==> config.mk <==
export PLATFORM = sky130hd
export DESIGN_NAME = trigger_arm_fsm_flat
export DESIGN_NICKNAME = d
export VERILOG_FILES = /design/src/rtl/trigger_arm_fsm_if.sv /design/src/rtl/trigger_arm_fsm.sv /design/src/flat_wrapper.sv
export SDC_FILE = /design/constraint.sdc
export NUM_CORES = 1
export LEC_CHECK = 0
export ABC_AREA = 1
export CAP_MARGIN = 20
export CORE_ASPECT_RATIO = 0.7
export CORE_MARGIN = 10
export CORE_UTILIZATION = 25
export CTS_CLUSTER_SIZE = 8
export DETAILED_ROUTE_END_ITERATION = 16
export PLACE_DENSITY = 0.53
export SYNTH_ARGS = -nofsm -noshare
export SYNTH_HDL_FRONTEND = slang
export SYNTH_SLANG_ARGS = --single-unit
==> constraint.sdc <==
create_clock -name adc_sampleclk -period 2.3 [get_ports adc_sampleclk]
set_clock_uncertainty 0.05 [all_clocks]
set_input_delay 0.345 -clock adc_sampleclk [delete_from_list [all_inputs] [get_ports adc_sampleclk]]
set_output_delay 0.345 -clock adc_sampleclk [all_outputs]
set_load 0.02 [all_outputs]
==> src/rtl/trigger_arm_fsm_if.sv <==
// Arm/trigger control and status bundle for the ADC capture trigger FSM.
// Each control is a level sampled on adc_sampleclk; capture_go is a one-cycle pulse and has no ready/ack.
interface trigger_arm_fsm_if;
  logic        cmd_arm_adc;
  logic        trigger_mode;
  logic        trigger_wait;
  logic        trigger_now;
  logic        data_source_select;
  logic [11:0] adc_data;
  logic [11:0] trigger_adclevel;
  logic        trig_in;
  logic [31:0] trigger_offset;
  logic        capture_go;
  logic        armed_o;
  logic [31:0] trigger_length;
  logic [2:0]  state_o;

  modport master (
    output cmd_arm_adc, trigger_mode, trigger_wait, trigger_now,
           data_source_select, adc_data, trigger_adclevel, trig_in, trigger_offset,
    input  capture_go, armed_o, trigger_length, state_o
  );

  modport slave (
    input  cmd_arm_adc, trigger_mode, trigger_wait, trigger_now,
           data_source_select, adc_data, trigger_adclevel, trig_in, trigger_offset,
    output capture_go, armed_o, trigger_length, state_o
  );
endinterface

==> src/rtl/trigger_arm_fsm.sv <==
// Arms on a rising edge of cmd_arm_adc, waits for a digital or ADC-level trigger,
// delays by trigger_offset cycles and emits one capture_go pulse per arm.
module trigger_arm_fsm (
  input  logic                    adc_sampleclk,
  input  logic                    reset_n,
  trigger_arm_fsm_if.slave        trg
);

  typedef enum logic [2:0] {
    S_IDLE          = 3'd0,
    S_WAIT_INACTIVE = 3'd1,
    S_ARMED         = 3'd2,
    S_OFFSET        = 3'd3,
    S_DONE          = 3'd4
  } state_t;

  state_t      state_q, state_d;
  logic        trig_raw, trig_r;
  logic        arm_d, rst_mask, arm_rise, trig_event;
  logic [31:0] offset_cnt_q, offset_cnt_d;
  logic [31:0] trig_len_q;
  logic        len_run_q;
  logic        go_q, go_d;
  logic        len_clear, len_start;

  always_comb begin
    trig_raw = 1'b0;
    if (trg.data_source_select) begin
      if (trg.trigger_mode) trig_raw = (trg.adc_data >= trg.trigger_adclevel);
      else                  trig_raw = (trg.adc_data <  trg.trigger_adclevel);
    end else begin
      trig_raw = (trg.trig_in == trg.trigger_mode);
    end
  end

  // rst_mask hides a cmd_arm_adc that is already high when reset releases.
  assign arm_rise   = trg.cmd_arm_adc & ~arm_d & ~rst_mask;
  assign trig_event = trig_r | trg.trigger_now;

  always_comb begin
    state_d      = state_q;
    offset_cnt_d = offset_cnt_q;
    go_d         = 1'b0;
    len_clear    = 1'b0;
    len_start    = 1'b0;
    if (!trg.cmd_arm_adc) begin
      state_d = S_IDLE;
    end else begin
      case (state_q)
        S_IDLE: begin
          if (arm_rise) begin
            state_d   = trg.trigger_wait ? S_WAIT_INACTIVE : S_ARMED;
            len_clear = 1'b1;
          end
        end
        S_WAIT_INACTIVE: begin
          if (!trig_r) state_d = S_ARMED;
        end
        S_ARMED: begin
          if (trig_event) begin
            len_start = 1'b1;
            if (trg.trigger_offset == 32'd0) begin
              go_d    = 1'b1;
              state_d = S_DONE;
            end else begin
              offset_cnt_d = trg.trigger_offset;
              state_d      = S_OFFSET;
            end
          end
        end
        S_OFFSET: begin
          offset_cnt_d = offset_cnt_q - 32'd1;
          if (offset_cnt_q == 32'd1) begin
            go_d    = 1'b1;
            state_d = S_DONE;
          end
        end
        S_DONE:  state_d = S_DONE;
        default: state_d = S_IDLE;
      endcase
    end
  end

  always_ff @(posedge adc_sampleclk or negedge reset_n) begin
    if (!reset_n) begin
      state_q      <= S_IDLE;
      offset_cnt_q <= 32'd0;
      go_q         <= 1'b0;
      trig_r       <= 1'b0;
      arm_d        <= 1'b0;
      rst_mask     <= 1'b1;
    end else begin
      state_q      <= state_d;
      offset_cnt_q <= offset_cnt_d;
      go_q         <= go_d;
      trig_r       <= trig_raw;
      arm_d        <= trg.cmd_arm_adc;
      rst_mask     <= 1'b0;
    end
  end

  // Length of the trig_r=1 run that begins on the trigger-event cycle; freezes on the first low.
  always_ff @(posedge adc_sampleclk or negedge reset_n) begin
    if (!reset_n) begin
      trig_len_q <= 32'd0;
      len_run_q  <= 1'b0;
    end else if (len_clear) begin
      trig_len_q <= 32'd0;
      len_run_q  <= 1'b0;
    end else if (len_start) begin
      trig_len_q <= {31'd0, trig_r};
      len_run_q  <= trig_r;
    end else if (((state_q == S_OFFSET) || (state_q == S_DONE)) && len_run_q) begin
      if (trig_r) begin
        if (trig_len_q != 32'hFFFF_FFFF) trig_len_q <= trig_len_q + 32'd1;
      end else begin
        len_run_q <= 1'b0;
      end
    end
  end

  assign trg.capture_go     = go_q;
  assign trg.armed_o        = (state_q == S_WAIT_INACTIVE) || (state_q == S_ARMED) ||
                              (state_q == S_OFFSET);
  assign trg.trigger_length = trig_len_q;
  assign trg.state_o        = state_q;

endmodule

==> src/flat_wrapper.sv <==
// flat-port wrapper written by rule: the top's interface ports become plain ports
module trigger_arm_fsm_flat 
  (adc_sampleclk, reset_n, trg_cmd_arm_adc, trg_trigger_mode, trg_trigger_wait, trg_trigger_now, trg_data_source_select, trg_adc_data, trg_trigger_adclevel, trg_trig_in, trg_trigger_offset, trg_capture_go, trg_armed_o, trg_trigger_length, trg_state_o);
  trigger_arm_fsm_if trg_i ();
  input  logic adc_sampleclk;
  input  logic reset_n;
  input wire logic [$bits(trg_i.cmd_arm_adc)-1:0] trg_cmd_arm_adc;
  input wire logic [$bits(trg_i.trigger_mode)-1:0] trg_trigger_mode;
  input wire logic [$bits(trg_i.trigger_wait)-1:0] trg_trigger_wait;
  input wire logic [$bits(trg_i.trigger_now)-1:0] trg_trigger_now;
  input wire logic [$bits(trg_i.data_source_select)-1:0] trg_data_source_select;
  input wire logic [$bits(trg_i.adc_data)-1:0] trg_adc_data;
  input wire logic [$bits(trg_i.trigger_adclevel)-1:0] trg_trigger_adclevel;
  input wire logic [$bits(trg_i.trig_in)-1:0] trg_trig_in;
  input wire logic [$bits(trg_i.trigger_offset)-1:0] trg_trigger_offset;
  output wire logic [$bits(trg_i.capture_go)-1:0] trg_capture_go;
  output wire logic [$bits(trg_i.armed_o)-1:0] trg_armed_o;
  output wire logic [$bits(trg_i.trigger_length)-1:0] trg_trigger_length;
  output wire logic [$bits(trg_i.state_o)-1:0] trg_state_o;
  assign trg_i.cmd_arm_adc = trg_cmd_arm_adc;
  assign trg_i.trigger_mode = trg_trigger_mode;
  assign trg_i.trigger_wait = trg_trigger_wait;
  assign trg_i.trigger_now = trg_trigger_now;
  assign trg_i.data_source_select = trg_data_source_select;
  assign trg_i.adc_data = trg_adc_data;
  assign trg_i.trigger_adclevel = trg_trigger_adclevel;
  assign trg_i.trig_in = trg_trig_in;
  assign trg_i.trigger_offset = trg_trigger_offset;
  assign trg_capture_go = trg_i.capture_go;
  assign trg_armed_o = trg_i.armed_o;
  assign trg_trigger_length = trg_i.trigger_length;
  assign trg_state_o = trg_i.state_o;
  trigger_arm_fsm u_core (.adc_sampleclk(adc_sampleclk), .reset_n(reset_n), .trg(trg_i));
endmodule
==> results of run 1 <==
[layout make-up]
cell class,count,area (um2)
fill,2518,15200
multi-input combinational,770,3590
sequential,72,1800
timing repair buffer,127,1250
tap,312,390
inverter,102,388
clock buffer,9,225
clock inverter,7,72.6
[stage by stage]
stage | hold slack, ns | cell area, um2 | power (uW)
final | 0.428 | 7720 | 6210
after global routing | 0.482 | 7720 | 6690
after CTS | 0.432 | 7720 | 6250
after detailed placement | 0.262 | 7410 | 4760
after global placement | 0.270 | 7410 | 4740
after floorplan | -0.000591 | 5900 | 3750
[synth_stat cells (2+ instances only)]
cell type and n:
buf_2 7, nor2_4 2, a21o_1 2, nand2_1 321, nand3_1 79, nand3b_1 3, nor2_8 2, or2_2 4
nand2_4 3, nor3_1 10, buf_12 2, nand4_1 22, inv_1 92, clkbuf_1 8, a21oi_1 8, ha_1 15
o21ai_2 7, dfrtp_1 71, inv_2 9, xor2_1 8, nor2_2 4, o21ai_0 34, o22ai_1 2, o21ai_1 8
nand2_2 17, o21bai_1 2, a31oi_1 4, xnor2_1 6, and2_1 4, mux2i_1 2, nor2_1 194
[worst max path at each step]
stage / start / endpoint / slack (ns) / cells after the start
after floorplan: u_core.trg.trigger_length[0] / u_core.trg.trigger_length[7] / 0.31 / 11
after global placement: trg_trigger_offset[19] / u_core.offset_cnt_q[7] / 0.05 / 11
after detailed placement: trg_trigger_offset[14] / u_core.offset_cnt_q[3] / 0.02 / 11
after CTS: u_core.trg.state_o[1] / trg_armed_o / 0.26 / 3
after global routing: u_core.offset_cnt_q[8] / u_core.offset_cnt_q[25] / 0.09 / 10
final: u_core.offset_cnt_q[8] / u_core.offset_cnt_q[19] / 0.23 / 9
[cell families (layout without fill, tap and decap cells)]
family,after synthesis,count (layout),share of synthesized area
multiplexers,2,2,0.00339
flip-flops,72,72,0.305
buffers and inverters,122,245,0.0873
other,1,1,0.000635
XOR/XNOR,14,14,0.0208
adder cells (fa/ha/maj),15,15,0.0318
AND/OR/NAND/NOR,668,668,0.483
AO/OA/AOI/OAI,70,70,0.0680
[where the power goes]
part,internal [uW],switching (uW)
sequential,1640,527
combinational,978,1630
clock,840,601
total,3460,2760
[routing by layer]
metal / wire [um] / track usage
met5: 0 / 0
met4: 173 / 0.0324
met1: 11100 / 0.211
met3: 1720 / 0.0352
met2: 8290 / 0.192
[registers in the layout, indices dropped and copies added (netlist names)]
signal / cells
u_core.len_run_q: 1
u_core.rst_mask: 1
u_core.trg.trigger_length: 32
u_core.trg.capture_go: 1
u_core.arm_d: 1
u_core.trig_r: 1
u_core.offset_cnt_q: 32
u_core.trg.state_o: 3
[critical path, delay by kind of cell, from the launching register on]
family	cells	cell delay [ns]
and+or+nand+nor	9	1.53
DFF	1	0.41
[timing repair]
action                                 4_1_cts  5_1_grt
endpoints found under the hold margin       27        0
resized for setup                            0        0
hold buffers                                 1        0
==> metrics.txt, run 1 <==
status complete, no violations; Final setup viols 0; Fin Setup TNS 0 ns; Syn Inst Count 964; reg-to-reg slack, setup 0.23 ns; ys flop type dfrtp_1; Max Cap Viol 0; CP Max Fanout 5; commonest cells after routing, fill and taps aside nand2_1 (321), nor2_1 (194), clkdlybuf4s50_1 (99); Clock transition at path regs 0.07 ns; Warnings, synthesis 0; R2R cell count 9; dpl ws 0.0227 ns; drt drc 0; Starting Density 0.257; critical path launch point type flip-flop; Cell Area, Synth 5900 um2; final std cells w/o fill 1399; Num Clock Sinks 72; Syn Nets 1043; Core ar. 23000 um2; Lkg Pwr 0.00350 uW; Die Span Y 149 um; nets 1161; all-layer global routing usage 0.140; vias in the first global route 5865; Pre-antenna DRT Iters 5; Routed Antenna Nets 0; class of the worst hold path in2async; post-synth top area share 0.301; PwrDens 805 nW/um2; slowest CP cell dfrtp_1; share of layout cells above drive strength 1 0.0874; Required @ worst endpoint 2.53 ns; die span in x 204 um; endpoints failing hold 0; Placed Cells 1382; largest buffer count on any clock path 2; postcts setup bufs 0; cell taking the most area after synthesis dfrtp_1; die area 30300 um2; Post-synth EDFFs 0; crit path cell chain nor2_1, nand2_1, nor2_1, nand2_1, nor2_1, nand2_1, nand2_1, nand3_1, nand2_1; ant diodes 0; #FFs+latches synth 72; RSZ-0062 raised after global routing false; I/O pin total 101; remaining global-route overflow 0; DR iter-0 viols 503; Num CTS Buffers 9; largest net degree at the start of global routing 46; CTS tree done; initial antenna violation count 0; Max VDD drop 342 uV; most common cell after layout, fill and taps aside nand2_1; num rows 46; top cells by area, synth dfrtp_1 (30%), nand2_1 (20%), nor2_1 (12%); minimum clock period 2.07 ns; area grow syn2layout 30.7%; final core occ 0.336; Synth Area per Inst 6.12 um2; first-pass GRT wire length 33600 um; Clock Tree Root clkbuf_16; routed vias 6392; register area share after synthesis 0.305; hpwl dp 16900 um; ys async rst share 1.00; via/cell ratio 4.57; relative slew slack 0.658; most used cell, CP nand2_1; GP Congestion 0.931; reg2reg end u_core.offset_cnt_q[19]; Total Wirelength 21300 um; slowest stage delay, CP 0.41 ns; post-synth cell types 43; drt wl/cell 15.2 um; fmax 483 MHz; WS Path Type reg2reg; # H-tree levels 3; worst skew pair latency 0.35 ns; I/O Buffers 100; r2r startpoint u_core.offset_cnt_q[8]; Max Slew Vio Count 0; Critical Path AT 2.30 ns; Slew @ Worst Pin 0.509 ns; fin worst setup slack 0.231 ns; crit share post-route 0.899; Worst setup EP type flip-flop
Note: power is estimated with default switching activity, not from simulation.
==> run 2: changes to the inputs <==
==> constraint.sdc (replaced) <==
create_clock -name adc_sampleclk -period 2.2 [get_ports adc_sampleclk]
set_clock_uncertainty 0.05 [all_clocks]
set_input_delay 0.33 -clock adc_sampleclk [delete_from_list [all_inputs] [get_ports adc_sampleclk]]
set_output_delay 0.33 -clock adc_sampleclk [all_outputs]
set_load 0.02 [all_outputs]
==> metrics.txt, run 2 (synthesis gave the netlist of run 1 again) <==
Finished Cell Area 7920 um2 (+2.5%); DR iter-0 viols 564 (+12%); largest buffer count on any clock path 2 (unchanged); fmax 494 MHz (+2.3%); fillers 2461 (-2.3%); endpoints failing hold 0 (unchanged); Max Cap Viol 0 (unchanged); crit share post-route 0.919 (+0.0200); CP Max Fanout 30 (+25); status complete, no violations; Starting Density 0.257 (unchanged); ant diodes 0 (unchanged); commonest cells after routing, fill and taps aside nand2_1 (321), nor2_1 (194), clkdlybuf4s50_1 (99); Pre-antenna DRT Iters 7 (+2); Routed Antenna Nets 0 (unchanged); Core ar. 23000 um2 (unchanged); num rows 46 (unchanged); PwrDens 868 nW/um2 (+7.8%); routed vias 6506 (+1.8%); Num Clock Sinks 72 (unchanged); minimum clock period 2.02 ns (-0.0459 ns); worst skew pair latency 0.35 ns (about the same); Placed Cells 1404 (+1.6%); WS Path Type reg2reg; Die Span Y 149 um (unchanged); Worst setup EP type flip-flop; all-layer global routing usage 0.142 (+0.00187); RSZ-0062 raised after global routing false; vias in the first global route 6079 (+3.6%); via/cell ratio 4.58 (+0.21%); area grow syn2layout 34.1%; CTS tree done; Lkg Pwr 0.00364 uW (+3.8%); critical path launch point type flip-flop; Max Slew Vio Count 0 (unchanged); Final setup viols 0 (unchanged); initial antenna violation count 0 (unchanged); share of layout cells above drive strength 1 0.105 (+0.0172); nets 1183 (+1.9%); most common cell after layout, fill and taps aside nand2_1; first-pass GRT wire length 34300 um (+2.2%); largest net degree at the start of global routing 37 (-20%); I/O pin total 101 (unchanged); Total Wirelength 21200 um (-0.36%); die span in x 204 um (unchanged); remaining global-route overflow 0 (unchanged); final std cells w/o fill 1421 (+1.6%); # H-tree levels 3 (unchanged); class of the worst hold path in2async; postcts setup bufs 0 (unchanged); I/O Buffers 100 (unchanged); DP Area 7540 um2 (+1.7%); Critical Path AT 2.21 ns (-0.09 ns); GP Congestion 0.962 (+3.3%); Num CTS Buffers 9 (unchanged); Clock transition at path regs 0.06 ns (about the same); Max VDD drop 355 uV (+3.6%); drt wl/cell 14.9 um (-1.9%); drt drc 0 (unchanged); Required @ worst endpoint 2.39 ns (-0.14 ns); Clock Tree Root clkbuf_16; hpwl dp 16900 um (+0.51%); die area 30300 um2 (unchanged)
run 2: cell count changes in the layout (fill, tap and decap cells not counted), sizes merged:
cell      delta
clkinv       -3
bufinv       +3
clkbuf       +1
buf         +22
clkinvlp     -1
run 2: final timing paths:
check	from	to	slack, ns	cells after the start
min reg2reg	u_core.offset_cnt_q[19]	u_core.offset_cnt_q[19]	0.47	2
min in group adc_sampleclk	u_core.offset_cnt_q[19]	u_core.offset_cnt_q[19]	0.47	2
max in group asynchronous	reset_n	u_core.trg.trigger_length[22]	0.99	3
min	reset_n	u_core.offset_cnt_q[18]	0.44	2
max reg2reg	u_core.trg.state_o[1]	u_core.trg.trigger_length[8]	0.18	10
max	u_core.trg.state_o[1]	u_core.trg.trigger_length[8]	0.18	10
run 2: metrics by stage:
| step | TNS [ns] | utilization | hold WS (ns) | total power [uW] | setup WS, ns |
|---|---|---|---|---|---|
| 6_report | 0 | 0.345 | 0.441 | 6870 | 0.177 |
| 5_1_grt | 0 | 0.345 | 0.497 | 7410 | 0.0219 |
| 4_1_cts | 0 | 0.344 | 0.453 | 6890 | 0.148 |
| 3_5_place_dp | -0.421 | 0.328 | 0.286 | 5020 | -0.0370 |
| 3_3_place_gp | -0.0763 | 0.328 | 0.285 | 5000 | -0.0292 |
| 2_1_floorplan | 0 | - | -0.0156 | 3920 | 0.206 |
run 2: layout make-up:
cell class              count  area, um2  share of cell area
multi-input cells         770       3590               0.454
flip-flops and latches     72       1800               0.228
repair buffers            149       1380               0.175
well taps                 312        390              0.0493
inverters                 102        388              0.0490
clock buffers              10        229              0.0289
clock inverters             6        133              0.0168
run 2: per-layer routing:
layer | GRT usage | routed length, um | vias up
met5 | 0 | 0 | -
met3 | 0.0419 | 1830 | 13
met1 | 0.219 | 11100 | 2954
li1 | - | - | 3312
met2 | 0.187 | 8040 | 227
met4 | 0.0257 | 170 | 0
run 2: repair_timing:
item | CTS | global route
hold endpoints to repair | 31 | 0
hold buffers | 1 | 0
gates resized for setup | 0 | 1
setup endpoints to repair | 0 | 1
run 2: worst max-delay path, stage by stage, from the launching register on:
cell and delay, ns:
dfrtp_1 0.46, inv_1 0.11, nand2_1 0.08, o21ai_2 0.18, nand2_2 0.13, nor2_8 0.19
nand2_4 0.10, nand2_4 0.11, clkinv_4 0.27, nand2_1 0.16, nand2_1 0.06
run 2: report_power, final:
group	switching, uW	internal [uW]
clock	613	1220
sequential	502	1710
combinational	1750	1070
==> run 3: changes to the inputs <==
--- a/config.mk
+++ b/config.mk
@@ -8,11 +8,12 @@
 export ABC_AREA = 1
 export CAP_MARGIN = 20
 export CORE_ASPECT_RATIO = 0.7
-export CORE_MARGIN = 10
 export CORE_UTILIZATION = 25
+export CTS_BUF_LIST = sky130_fd_sc_hd__clkbuf_4 sky130_fd_sc_hd__clkbuf_8
 export CTS_CLUSTER_SIZE = 8
 export DETAILED_ROUTE_END_ITERATION = 16
 export PLACE_DENSITY = 0.53
+export SKIP_CTS_REPAIR_TIMING = 1
 export SYNTH_ARGS = -nofsm -noshare
 export SYNTH_HDL_FRONTEND = slang
 export SYNTH_SLANG_ARGS = --single-unit
==> metrics.txt, run 3 (synthesis gave the netlist of run 1 again) <==
fmax 490 MHz (-0.87%); Slew @ Worst Pin 0.511 ns; drt wl/cell 14.1 um (-5.5%); slowest CP cell dfrtp_1; remaining global-route overflow 0 (unchanged); Fin Setup TNS 0 ns (unchanged); critical path launch point type flip-flop; ant diodes 0 (unchanged); area used by multi-input combinational logic 3590 um2 (-0.14%); nets 1179 (-0.34%); Max VDD drop 349 uV (-1.6%); initial antenna violation count 0 (unchanged); drt drc 0 (unchanged); R2R cell count 10 (unchanged); die area 24200 um2 (-20%); Die Span Y 131 um (-12%); RSZ-0062 raised after global routing false; Routed Antenna Nets 0 (unchanged); Critical Path AT 2.25 ns (+0.04 ns); Max Slew Vio Count 0 (unchanged); largest buffer count on any clock path 2 (unchanged); final std cells w/o fill 1417 (-0.28%); Required @ worst endpoint 2.41 ns (+0.02 ns); Max Cap Viol 0 (unchanged); total power 6430 uW (-6.4%); Pre-antenna DRT Iters 5 (-2); crit share post-route 0.927 (+0.00807); Lkg Pwr 0.00358 uW (-1.7%); crit path buf inv count 2 (unchanged); hpwl dp 15800 um (-6.9%); largest net degree at the start of global routing 34 (-8.1%); Num CTS Buffers 9 (unchanged); r2r startpoint u_core.trg.state_o[2]; worst skew pair latency 0.39 ns (+0.04 ns); register area 1800 um2 (unchanged); I/O Buffers 100 (unchanged); status complete, no violations; slowest stage delay, CP 0.44 ns (-0.02 ns); I/O pin total 101 (unchanged); Core ar. 22900 um2 (-0.25%); routed vias 6499 (-0.11%); Levels on crit path 10 (unchanged); commonest cells after routing, fill and taps aside nand2_1 (321), nor2_1 (194), clkdlybuf4s50_1 (99); class of the worst hold path in2async; first-pass GRT wire length 31800 um (-7.2%); Total Wirelength 20000 um (-5.8%); reg-to-reg slack, setup 0.16 ns (-0.02 ns); endpoints failing hold 0 (unchanged); crit path cell chain inv_2, nand3_2, o21ai_2, nand2_2, nor2_8, nand2_4, nand2_4, clkinv_4, nand2_2, o21ai_2; final core occ 0.341 (-0.00416); relative slew slack 0.657; vias in the first global route 5749 (-5.4%); CTS tree done; Top delay family on crit path simple AND/OR/NAND/NOR gates; area grow syn2layout 32.1%; Num Clock Sinks 72 (unchanged); num rows 46 (unchanged); share of layout cells above drive strength 1 0.102 (-0.00234); Placed Cells 1400 (-0.28%); WS Path Type reg2reg; Clock Tree Root clkbuf_8; all-layer global routing usage 0.171 (+0.0293); minimum clock period 2.04 ns (+0.0177 ns); Final setup viols 0 (unchanged); Worst setup EP type flip-flop; DR iter-0 viols 564 (unchanged); most common cell after layout, fill and taps aside nand2_1; # H-tree levels 3 (unchanged); reg2reg end u_core.trg.trigger_length[14]; CP Max Fanout 30 (unchanged); via/cell ratio 4.59 (+0.17%); PwrDens 824 nW/um2 (-5.0%); Starting Density 0.258 (+0.000646); die span in x 186 um (-8.8%); GP Congestion 0.895 (-6.9%); Clock transition at path regs 0.09 ns (+0.03 ns); fillers 2576 (+4.7%)
[run 3: changes by cell type in the layout (fill, tap and decap cells not counted), sizes merged]
cell	previous run	this run
clkbuf	10	9
clkinv	2	4
bufinv	4	3
buf	49	45
[run 3: final cells by class]
cell class	instances	share of cell area
clock buffer	9	0.0159
clock inverter	7	0.0154
inverter	102	0.0497
multi-input combinational	770	0.460
sequential	72	0.231
tap	312	0.0500
timing repair buffer	145	0.178
[run 3: worst register-to-register path, cell delays in order, from the launching register on]
cell,delay (ns)
dfrtp_1,0.44
inv_2,0.13
nand3_2,0.19
o21ai_2,0.15
nand2_2,0.12
nor2_8,0.18
nand2_4,0.11
nand2_4,0.08
clkinv_4,0.25
nand2_2,0.16
o21ai_2,0.06
[run 3: through the flow]
stage / hold slack [ns] / setup WS [ns] / cell area [um2]
after detailed placement: 0.289 / 0.0129 / 7550
final: 0.401 / 0.160 / 7800
after global placement: 0.290 / 0.0358 / 7550
after floorplan: -0.0156 / 0.206 / 5900
after global routing: 0.436 / 0.00563 / 7800
after CTS: -0.133 / 0.145 / 7790
[run 3: power by group]
group          internal (uW)  total, uW  switching [uW]
Clock                    755       1350             595
Sequential              1710       2210             504
Combinational           1100       2870            1770
Total                   3560       6430            2870
[run 3: worst max path at each step]
| stage | from | end | slack (ns) |
|---|---|---|---|
| 2_1_floorplan | u_core.trg.trigger_length[0] | u_core.trg.trigger_length[7] | 0.21 |
| 3_3_place_gp | trg_trigger_offset[13] | u_core.offset_cnt_q[31] | 0.04 |
| 3_5_place_dp | trg_trigger_offset[13] | u_core.offset_cnt_q[28] | 0.01 |
| 4_1_cts | u_core.trg.state_o[1] | trg_armed_o | 0.15 |
| 5_1_grt | u_core.trg.state_o[1] | trg_armed_o | 0.006 |
| 6_report | u_core.trg.state_o[2] | u_core.trg.trigger_length[14] | 0.16 |
[run 3: per-layer routing]
layer	GRT usage	routed length [um]	up-vias
met4	0.0309	133	0
met2	0.224	7470	250
met1	0.277	10700	2932
li1	-	-	3307
met3	0.0394	1680	10
met5	0	0	-
